### src/rtl/mux_logic_unit_if.sv
// Stream-side bundle of the mux logic unit: operand beat in, result beat out,
// plus the custom truth-table write port and the handshake counter.
interface mux_logic_unit_if #(
   parameter int WIDTH = 8,
   parameter int CNT_W = 16
);
   logic             in_valid;
   logic             in_ready;
   logic [WIDTH-1:0] a;
   logic [WIDTH-1:0] b;
   logic [2:0]       op;
   logic             tt_we;
   logic [3:0]       tt_data;
   logic             out_valid;
   logic             out_ready;
   logic [WIDTH-1:0] y;
   logic             red_and;
   logic             red_or;
   logic             red_xor;
   logic [CNT_W-1:0] op_count;

   modport master (
      output in_valid, a, b, op, tt_we, tt_data, out_ready,
      input  in_ready, out_valid, y, red_and, red_or, red_xor, op_count
   );

   modport slave (
      input  in_valid, a, b, op, tt_we, tt_data, out_ready,
      output in_ready, out_valid, y, red_and, red_or, red_xor, op_count
   );
endinterface

### src/rtl/mux_logic_unit.sv
// Two-stage pipelined bitwise logic unit. Each result bit is a 4:1 mux tree
// (three 2:1 muxes) whose data inputs are a 4-bit truth table, so every
// 2-input function, including a programmable one, is built from muxes only.
module mux_logic_unit #(
   parameter int WIDTH = 8,
   parameter int CNT_W = 16
) (
   input logic             clk,
   input logic             rst_n,
   mux_logic_unit_if.slave bus
);

   // Truth tables indexed by {a,b}: bit 3 is a=1,b=1, bit 0 is a=0,b=0.
   localparam logic [3:0] TT_AND  = 4'b1000;
   localparam logic [3:0] TT_OR   = 4'b1110;
   localparam logic [3:0] TT_NOTA = 4'b0011;
   localparam logic [3:0] TT_XOR  = 4'b0110;
   localparam logic [3:0] TT_NAND = 4'b0111;
   localparam logic [3:0] TT_NOR  = 4'b0001;
   localparam logic [3:0] TT_XNOR = 4'b1001;

   logic             rdy_q;
   logic             adv1;
   logic             adv2;
   logic             accept;
   logic [3:0]       tt_reg;
   logic [3:0]       tt_sel;

   logic             s1_valid;
   logic [WIDTH-1:0] s1_a;
   logic [WIDTH-1:0] s1_b;
   logic [3:0]       s1_tt;

   logic [WIDTH-1:0] m_lo;
   logic [WIDTH-1:0] m_hi;
   logic [WIDTH-1:0] mux_y;

   logic             s2_valid;
   logic [WIDTH-1:0] y_q;
   logic             red_and_q;
   logic             red_or_q;
   logic             red_xor_q;
   logic [CNT_W-1:0] cnt_q;

   assign adv2   = !s2_valid || bus.out_ready;
   assign adv1   = !s1_valid || adv2;
   assign accept = bus.in_valid && bus.in_ready;

   // rdy_q keeps in_ready low during reset and for the release cycle.
   assign bus.in_ready  = rdy_q && adv1;
   assign bus.out_valid = s2_valid;
   assign bus.y         = y_q;
   assign bus.red_and   = red_and_q;
   assign bus.red_or    = red_or_q;
   assign bus.red_xor   = red_xor_q;
   assign bus.op_count  = cnt_q;

   // Resolve the op code to its truth table; CUSTOM uses the pre-edge tt_reg.
   always_comb begin
      tt_sel = tt_reg;
      unique case (bus.op)
         3'd0:    tt_sel = TT_AND;
         3'd1:    tt_sel = TT_OR;
         3'd2:    tt_sel = TT_NOTA;
         3'd3:    tt_sel = TT_XOR;
         3'd4:    tt_sel = TT_NAND;
         3'd5:    tt_sel = TT_NOR;
         3'd6:    tt_sel = TT_XNOR;
         default: tt_sel = tt_reg;
      endcase
   end

   // Per-bit mux tree: b selects at the first level, a at the second.
   always_comb begin
      m_lo  = '0;
      m_hi  = '0;
      mux_y = '0;
      for (int i = 0; i < WIDTH; i++) begin
         m_lo[i]  = s1_b[i] ? s1_tt[1] : s1_tt[0];
         m_hi[i]  = s1_b[i] ? s1_tt[3] : s1_tt[2];
         mux_y[i] = s1_a[i] ? m_hi[i] : m_lo[i];
      end
   end

   // Input-ready enable, set on the first edge after reset release.
   always_ff @(posedge clk or negedge rst_n) begin
      if (!rst_n) rdy_q <= 1'b0;
      else        rdy_q <= 1'b1;
   end

   // Custom truth-table register, written independently of the stream.
   always_ff @(posedge clk or negedge rst_n) begin
      if (!rst_n)          tt_reg <= 4'b0000;
      else if (bus.tt_we)  tt_reg <= bus.tt_data;
   end

   // Stage 1: capture operands and resolved truth table on accept.
   always_ff @(posedge clk or negedge rst_n) begin
      if (!rst_n) begin
         s1_valid <= 1'b0;
         s1_a     <= '0;
         s1_b     <= '0;
         s1_tt    <= 4'b0000;
      end else if (adv1) begin
         s1_valid <= accept;
         if (accept) begin
            s1_a  <= bus.a;
            s1_b  <= bus.b;
            s1_tt <= tt_sel;
         end
      end
   end

   // Stage 2: register the mux-tree result and its reductions; hold on stall.
   always_ff @(posedge clk or negedge rst_n) begin
      if (!rst_n) begin
         s2_valid  <= 1'b0;
         y_q       <= '0;
         red_and_q <= 1'b0;
         red_or_q  <= 1'b0;
         red_xor_q <= 1'b0;
      end else if (adv2) begin
         s2_valid <= s1_valid;
         if (s1_valid) begin
            y_q       <= mux_y;
            red_and_q <= &mux_y;
            red_or_q  <= |mux_y;
            red_xor_q <= ^mux_y;
         end
      end
   end

   // Saturating count of output handshakes.
   always_ff @(posedge clk or negedge rst_n) begin
      if (!rst_n) begin
         cnt_q <= '0;
      end else if (s2_valid && bus.out_ready && (cnt_q != '1)) begin
         cnt_q <= cnt_q + CNT_W'(1);
      end
   end

endmodule

### src/flat_wrapper.sv
// flat-port wrapper written by rule: the top's interface ports become plain ports
module mux_logic_unit_flat 
#(
   parameter int WIDTH = 8,
   parameter int CNT_W = 16
)
  (clk, rst_n, bus_in_valid, bus_a, bus_b, bus_op, bus_tt_we, bus_tt_data, bus_out_ready, bus_in_ready, bus_out_valid, bus_y, bus_red_and, bus_red_or, bus_red_xor, bus_op_count);
  mux_logic_unit_if #(.WIDTH(WIDTH), .CNT_W(CNT_W)) bus_i ();
  input logic clk;
  input logic rst_n;
  input wire logic [$bits(bus_i.in_valid)-1:0] bus_in_valid;
  input wire logic [$bits(bus_i.a)-1:0] bus_a;
  input wire logic [$bits(bus_i.b)-1:0] bus_b;
  input wire logic [$bits(bus_i.op)-1:0] bus_op;
  input wire logic [$bits(bus_i.tt_we)-1:0] bus_tt_we;
  input wire logic [$bits(bus_i.tt_data)-1:0] bus_tt_data;
  input wire logic [$bits(bus_i.out_ready)-1:0] bus_out_ready;
  output wire logic [$bits(bus_i.in_ready)-1:0] bus_in_ready;
  output wire logic [$bits(bus_i.out_valid)-1:0] bus_out_valid;
  output wire logic [$bits(bus_i.y)-1:0] bus_y;
  output wire logic [$bits(bus_i.red_and)-1:0] bus_red_and;
  output wire logic [$bits(bus_i.red_or)-1:0] bus_red_or;
  output wire logic [$bits(bus_i.red_xor)-1:0] bus_red_xor;
  output wire logic [$bits(bus_i.op_count)-1:0] bus_op_count;
  assign bus_i.in_valid = bus_in_valid;
  assign bus_i.a = bus_a;
  assign bus_i.b = bus_b;
  assign bus_i.op = bus_op;
  assign bus_i.tt_we = bus_tt_we;
  assign bus_i.tt_data = bus_tt_data;
  assign bus_i.out_ready = bus_out_ready;
  assign bus_in_ready = bus_i.in_ready;
  assign bus_out_valid = bus_i.out_valid;
  assign bus_y = bus_i.y;
  assign bus_red_and = bus_i.red_and;
  assign bus_red_or = bus_i.red_or;
  assign bus_red_xor = bus_i.red_xor;
  assign bus_op_count = bus_i.op_count;
  mux_logic_unit #(.WIDTH(WIDTH), .CNT_W(CNT_W)) u_core (.clk(clk), .rst_n(rst_n), .bus(bus_i));
endmodule
### config.mk
export PLATFORM = sky130hd
export DESIGN_NAME = mux_logic_unit_flat
export DESIGN_NICKNAME = d
export VERILOG_FILES = /design/src/rtl/mux_logic_unit_if.sv /design/src/rtl/mux_logic_unit.sv /design/src/flat_wrapper.sv
export SDC_FILE = /design/constraint.sdc
export NUM_CORES = 1
export LEC_CHECK = 0
export CAP_MARGIN = 20
export CORE_MARGIN = 2
export CORE_UTILIZATION = 50
export DETAILED_ROUTE_END_ITERATION = 10
export GPL_TIMING_DRIVEN = 0
export PLACE_DENSITY_LB_ADDON = 0.3
export SYNTH_ARGS = -nofsm -noshare
export SYNTH_HDL_FRONTEND = slang
export SYNTH_SLANG_ARGS = --single-unit
### constraint.sdc
create_clock -name clk -period 2.2 [get_ports clk]
set_input_delay 0.44 -clock clk [delete_from_list [all_inputs] [get_ports clk]]
set_output_delay 0.44 -clock clk [all_outputs]
set_load 0.02 [all_outputs]
==> metrics.txt, run 1 <==
Final Wtd Congestion 0.7996; most frequent cells in the layout clkdlybuf4s50_1, dfrtp_1, nand2_1; crit path time final 2149 ps; outcome complete, no violations; IO Pins 57; DRC 0; final WL 4957 µm; die height 76.58 µm; ratio of cells with drive above 1 in the final layout 0.1821; final hold vios 0; core box area 5107 µm²; Std-Cell Rows 26; Setup violations, final 0; # H-tree levels 2; largest net degree at the start of global routing 31; Crit path arrival time 1710 ps; Hold WC Path Type primary input to async pin; max reg flops 16; Post-Synthesis Cells 215; PwrDens 883.0 nW/µm²; detailed-route vias per instance 5.294; clock slew at reported path FFs 100 ps; CTS tree built; NumNets Final 316; max-cap violations 0; synthesis-to-finish area growth 28.74%; warnings from Yosys 0; Pleak 1.472 nW; syn_nets 252; total internal power 2.008 mW; RSZ-0062 raised after global routing no; Max Buffers Root-to-Sink 2; clock share of power 0.192; Final Cycle Share 0.9769; initial DRC count 74; Die X 76.58 µm; first-pass GRT wire length 8956 µm; Pre-antenna DRT Iters 4; slowest CP cell clkdlybuf4s50_1; max_slew headroom 0.6212; diode count 0; CTS Hold Bufs 0; fin area 3391 µm²; CTS Root Cell clkbuf_8; Synth Register Bits 54; clk_lat worst skew 310 ps; setup TNS 0 ps; skew final 9.616 ps; Buf/Inv on CP 2; grt total ovfl 0; placed cell area 3297 µm²; WP data required 1760 ps; GRT Resource Usage Total 0.1911; Max Slew Vio Count 0; worst slew pin tran 568.2 ps; Initial Util 0.5157; Antenna Nets Post-Route 0; Seq pwr share 0.458; Sw Share 0.3294; worst reg2reg setup slack 290 ps; routed via count 1853; crit-path cells clkdlybuf4s50_1, nand3b_1, and2_1, dlygate4sd2_1; WL/cell 14.16 µm; CP endpoint kind primary output; Die Area 5864 µm²; Highest Clock Rate 465.3 MHz; Area contributors post-synth dfrtp_1, mux2_2, mux4_2, ha_1, nand2_1; Yosys top cell by area dfrtp_1; Synth top area share 0.5131; Non-Filler Instances 350; sw power 0.9862 mW; crit-path max cell delay 510 ps; vias in the first global route 1875; delay-heaviest family, CP buffers and inverters; Power Total 2.994 mW; placed cells 342; I/O Buffers 56; sequential share of the synthesized area 0.5131; Comb pwr share 0.351; startpoint type of the worst setup path primary input; total setup buffers inserted after CTS 0; Avg Inst Size Synth 12.25 µm²; CP max FO 6; post-synth cell types 40; Sink Count 54; DP HPWL 3749 µm; initial antenna violation count 0; Crit Path Class primary input to primary output; Max VDD drop 0.0005040 V; netlist area before placement 2634 µm²; cts bufs inserted 5; Fill cells 411
-- metal layers --
layer  share of wire  vias to the layer above  global-route usage  routed length [µm]
met2            0.48                       43              0.3080                2381
li1                -                      913                   -                   -
met3           0.034                        7             0.04028                 169
met4           0.017                        0             0.06182                  85
met5               0                        -                   0                   0
met1            0.47                      890              0.2600                2321
-- synth_stat cells --
cell type	n
o32a_2	1
nand3b_1	1
o211ai_1	1
o41a_1	1
nand4_1	4
nor2_1	5
nand4_2	1
buf_2	2
nand2_1	25
mux2_4	1
ha_1	9
mux2_2	24
nor3_1	4
clkbuf_1	2
nand2_4	1
mux4_2	8
dfrtp_1	54
a41oi_1	3
a22oi_1	1
nand2b_1	2
conb_1	1
and4_4	1
and2_1	1
o2111ai_1	1
a31oi_1	1
nor4_2	1
nand3_1	5
a21oi_1	3
xnor2_1	5
nor4b_1	1
a211oi_1	1
o21ai_0	17
a21o_1	1
or2b_1	1
nor4_1	3
xor2_1	7
inv_1	10
nand4_4	1
and4_1	3
or4_1	1
-- worst register-to-register path: stages, from the launching register on --
cell	delay [ps]
dfrtp_1	480
mux4_2	530
inv_1	110
ha_1	250
xnor2_1	190
xnor2_1	140
o21ai_0	100
-- timing repair --
| item | CTS | global route |
|---|---|---|
| endpoints found under the setup margin | 1 | 0 |
| hold endpoints to repair | 0 | 0 |
| resized for setup | 1 | 0 |
-- stage by stage --
step                      hold WS (ps)  utilization  worst slack (ps)
after floorplan                  144.4            -             488.7
after global placement           461.3       0.6426            -910.8
after detailed placement         458.0       0.6455            -184.0
after CTS                        122.9       0.6639             61.52
after global routing             135.7       0.6639             2.288
final                            112.7       0.6639             50.83
-- logic make-up after synthesis --
logic type	count (synthesis)	synth area share
fa+ha+maj	9	0.04276
other cells	1	0.001424
compound gates	31	0.07364
simple gates	61	0.1316
buf+inv	14	0.02091
mux	33	0.1767
flops	54	0.5131
xor+xnor	12	0.03990
-- path summary, 6_finish.rpt --
kind	start	end	cells after the start
worst min-delay path	rst_n	u_core.bus.red_xor	1
min in group clk	u_core.bus.y[2]	u_core.bus.y[2]	2
worst max-delay path	bus_out_ready	bus_in_ready	4
worst min register to register	u_core.bus.y[2]	u_core.bus.y[2]	2
worst max register to register	u_core.s1_tt[2]	u_core.bus.red_xor	6
max in group asynchronous	rst_n	u_core.s1_tt[2]	2
-- power groups by stage --
| stage | Sequential (mW) | Combinational, mW | Clock, mW |
|---|---|---|---|
| floorplan | 1.50 | 0.504 | 0 |
| global route | 1.41 | 1.16 | 0.637 |
| detailed placement | 1.39 | 1.07 | 0 |
| CTS | 1.37 | 1.07 | 0.587 |
| global placement | 1.38 | 1.03 | 0 |
| finish | 1.37 | 1.05 | 0.574 |
-- layout make-up --
cell class / instances / area [µm²] / share of cell area
repair buffers: 57 / 574.3 / 0.1694
inverters: 10 / 37.54 / 0.01107
plain buffers: 4 / 17.52 / 0.005166
clock buffers: 6 / 82.58 / 0.02435
flip-flops and latches: 54 / 1351 / 0.3985
clock inverters: 2 / 12.51 / 0.003690
multi-input cells: 147 / 1227 / 0.3620
well taps: 70 / 87.58 / 0.02583
Power figures use the tool's default switching activity.
==> run 2: changes to the inputs <==
--- a/config.mk
+++ b/config.mk
@@ -6,7 +6,7 @@
 export NUM_CORES = 1
 export LEC_CHECK = 0
 export CAP_MARGIN = 20
-export CORE_MARGIN = 2
+export CORE_MARGIN = 1
 export CORE_UTILIZATION = 50
 export DETAILED_ROUTE_END_ITERATION = 10
 export GPL_TIMING_DRIVEN = 0
==> run 2 against run 1 <==
  * Sequential share of layout area about the same
  * First-iteration DRC count down 9.5%
  * Die area down 5.2%
  * Setup slack better by 35 ps
  * Highest routed layer unchanged
  * Largest power group unchanged
==> metrics.txt, run 2 (synthesis gave the netlist of run 1 again) <==
Setup violations, final 0; max-cap violations 0; Power Total 2.993 mW; Sw Share 0.3281; Initial Util 0.5190; initial antenna violation count 0; WP data required 1760 ps; placed cells 342; sw power 0.9819 mW; total internal power 2.011 mW; setup TNS 0 ps; met1 Usage GRT 0.2571; core box area 5075 µm²; fin area 3387 µm²; max reg flops 16; NumNets Final 316; Highest Clock Rate 473.1 MHz; Final Wtd Congestion 0.7914; RSZ-0062 raised after global routing no; GRT Resource Usage Total 0.1970; reg2reg end u_core.bus.red_xor; cts bufs inserted 5; Die Area 5561 µm²; R2R Path Start u_core.s1_tt[3]; detailed-route vias per instance 5.429; placed cell area 3297 µm²; first-pass GRT wire length 8224 µm; PwrDens 883.6 nW/µm²; Hold WC Path Type primary input to async pin; Die X 74.58 µm; die height 74.58 µm; skew final 8.312 ps; setup ws final 86.07 ps; IO Pins 57; CTS Root Cell clkbuf_8; routed via count 1900; Antenna Nets Post-Route 0; synthesis-to-finish area growth 28.60%; clock slew at reported path FFs 90 ps; Max Buffers Root-to-Sink 2; final hold vios 0; CTS tree built; clk_lat worst skew 300 ps; I/O Buffers 56; clock share of power 0.187; GR Util met3 0.04336; Crit path arrival time 1670 ps; Sink Count 54; vias in the first global route 1839; Hold Slack 79.49 ps; Max Slew Vio Count 0; Std-Cell Rows 26; Final Cycle Share 0.9609; worst reg2reg setup slack 300 ps; met2 usage 0.3303; crit path time final 2114 ps; ratio of cells with drive above 1 in the final layout 0.1786; WL/cell 14.31 µm; # H-tree levels 2; final WL 5009 µm; DP HPWL 3733 µm; DRC 0; worst r2r path cells 6; CP max FO 6; Critical Path Sink bus_in_ready; Pleak 1.473 nW; initial DRC count 67; Non-Filler Instances 350; Seq pwr share 0.459; Comb pwr share 0.353; startpoint type of the worst setup path primary input; final core occ 0.6674; Crit Path Class primary input to primary output; largest net degree at the start of global routing 37; outcome complete, no violations; crit path from bus_out_ready; most used routing layer met2; diode count 0; most frequent cells in the layout clkdlybuf4s50_1, dfrtp_1, nand2_1; grt total ovfl 0; CP endpoint kind primary output; Placement Setup Slack -168.5 ps; Max VDD drop 0.0004033 V; Pre-antenna DRT Iters 4
==> run 2: layout make-up <==
class,instances,area (µm²)
inverters,10,37.54
repair buffers,57,574.3
multi-input cells,147,1227
plain buffers,4,17.52
clock buffers,7,86.33
clock inverters,1,5.005
fillers,406,1688
flip-flops and latches,54,1351
well taps,70,87.58
==> run 2: layer usage <==
metal | routed length [µm] | share of wire
met1 | 2193 | 0.44
met2 | 2555 | 0.51
met3 | 196 | 0.039
met4 | 63 | 0.013
met5 | 0 | 0
==> run 2: worst min path at each step <==
stage                        from  slack [ps]                     end  cells after the start
4_1_cts                     rst_n          80          u_core.s1_b[5]                      1
3_5_place_dp                rst_n         410         u_core.bus.y[4]                      1
3_3_place_gp   u_core.bus.red_and         470      u_core.bus.red_and                      2
5_1_grt                     rst_n         100          u_core.s1_b[1]                      1
2_1_floorplan               rst_n         140  u_core.bus.op_count[0]                      0
6_report                    rst_n          80          u_core.s1_b[1]                      1
==> run 2: what timing repair did <==
action	in CTS	in global routing
setup endpoints to repair	1	0
endpoints found under the hold margin	0	0
resized for setup	1	0
buffers inserted	0	0
hold buffers	0	0
==> run 2: power by group through the flow <==
stage | sequential [mW] | combinational, mW | clock, mW
finish | 1.38 | 1.06 | 0.561
floorplan | 1.50 | 0.504 | 0
detailed placement | 1.39 | 1.07 | 0
global route | 1.41 | 1.17 | 0.615
CTS | 1.38 | 1.07 | 0.584
global placement | 1.39 | 1.04 | 0
==> run 2: worst max-delay path, stage by stage <==
cell	delay, ps
clkdlybuf4s50_1	500
nand3b_1	240
and2_1	180
dlygate4sd2_1	310
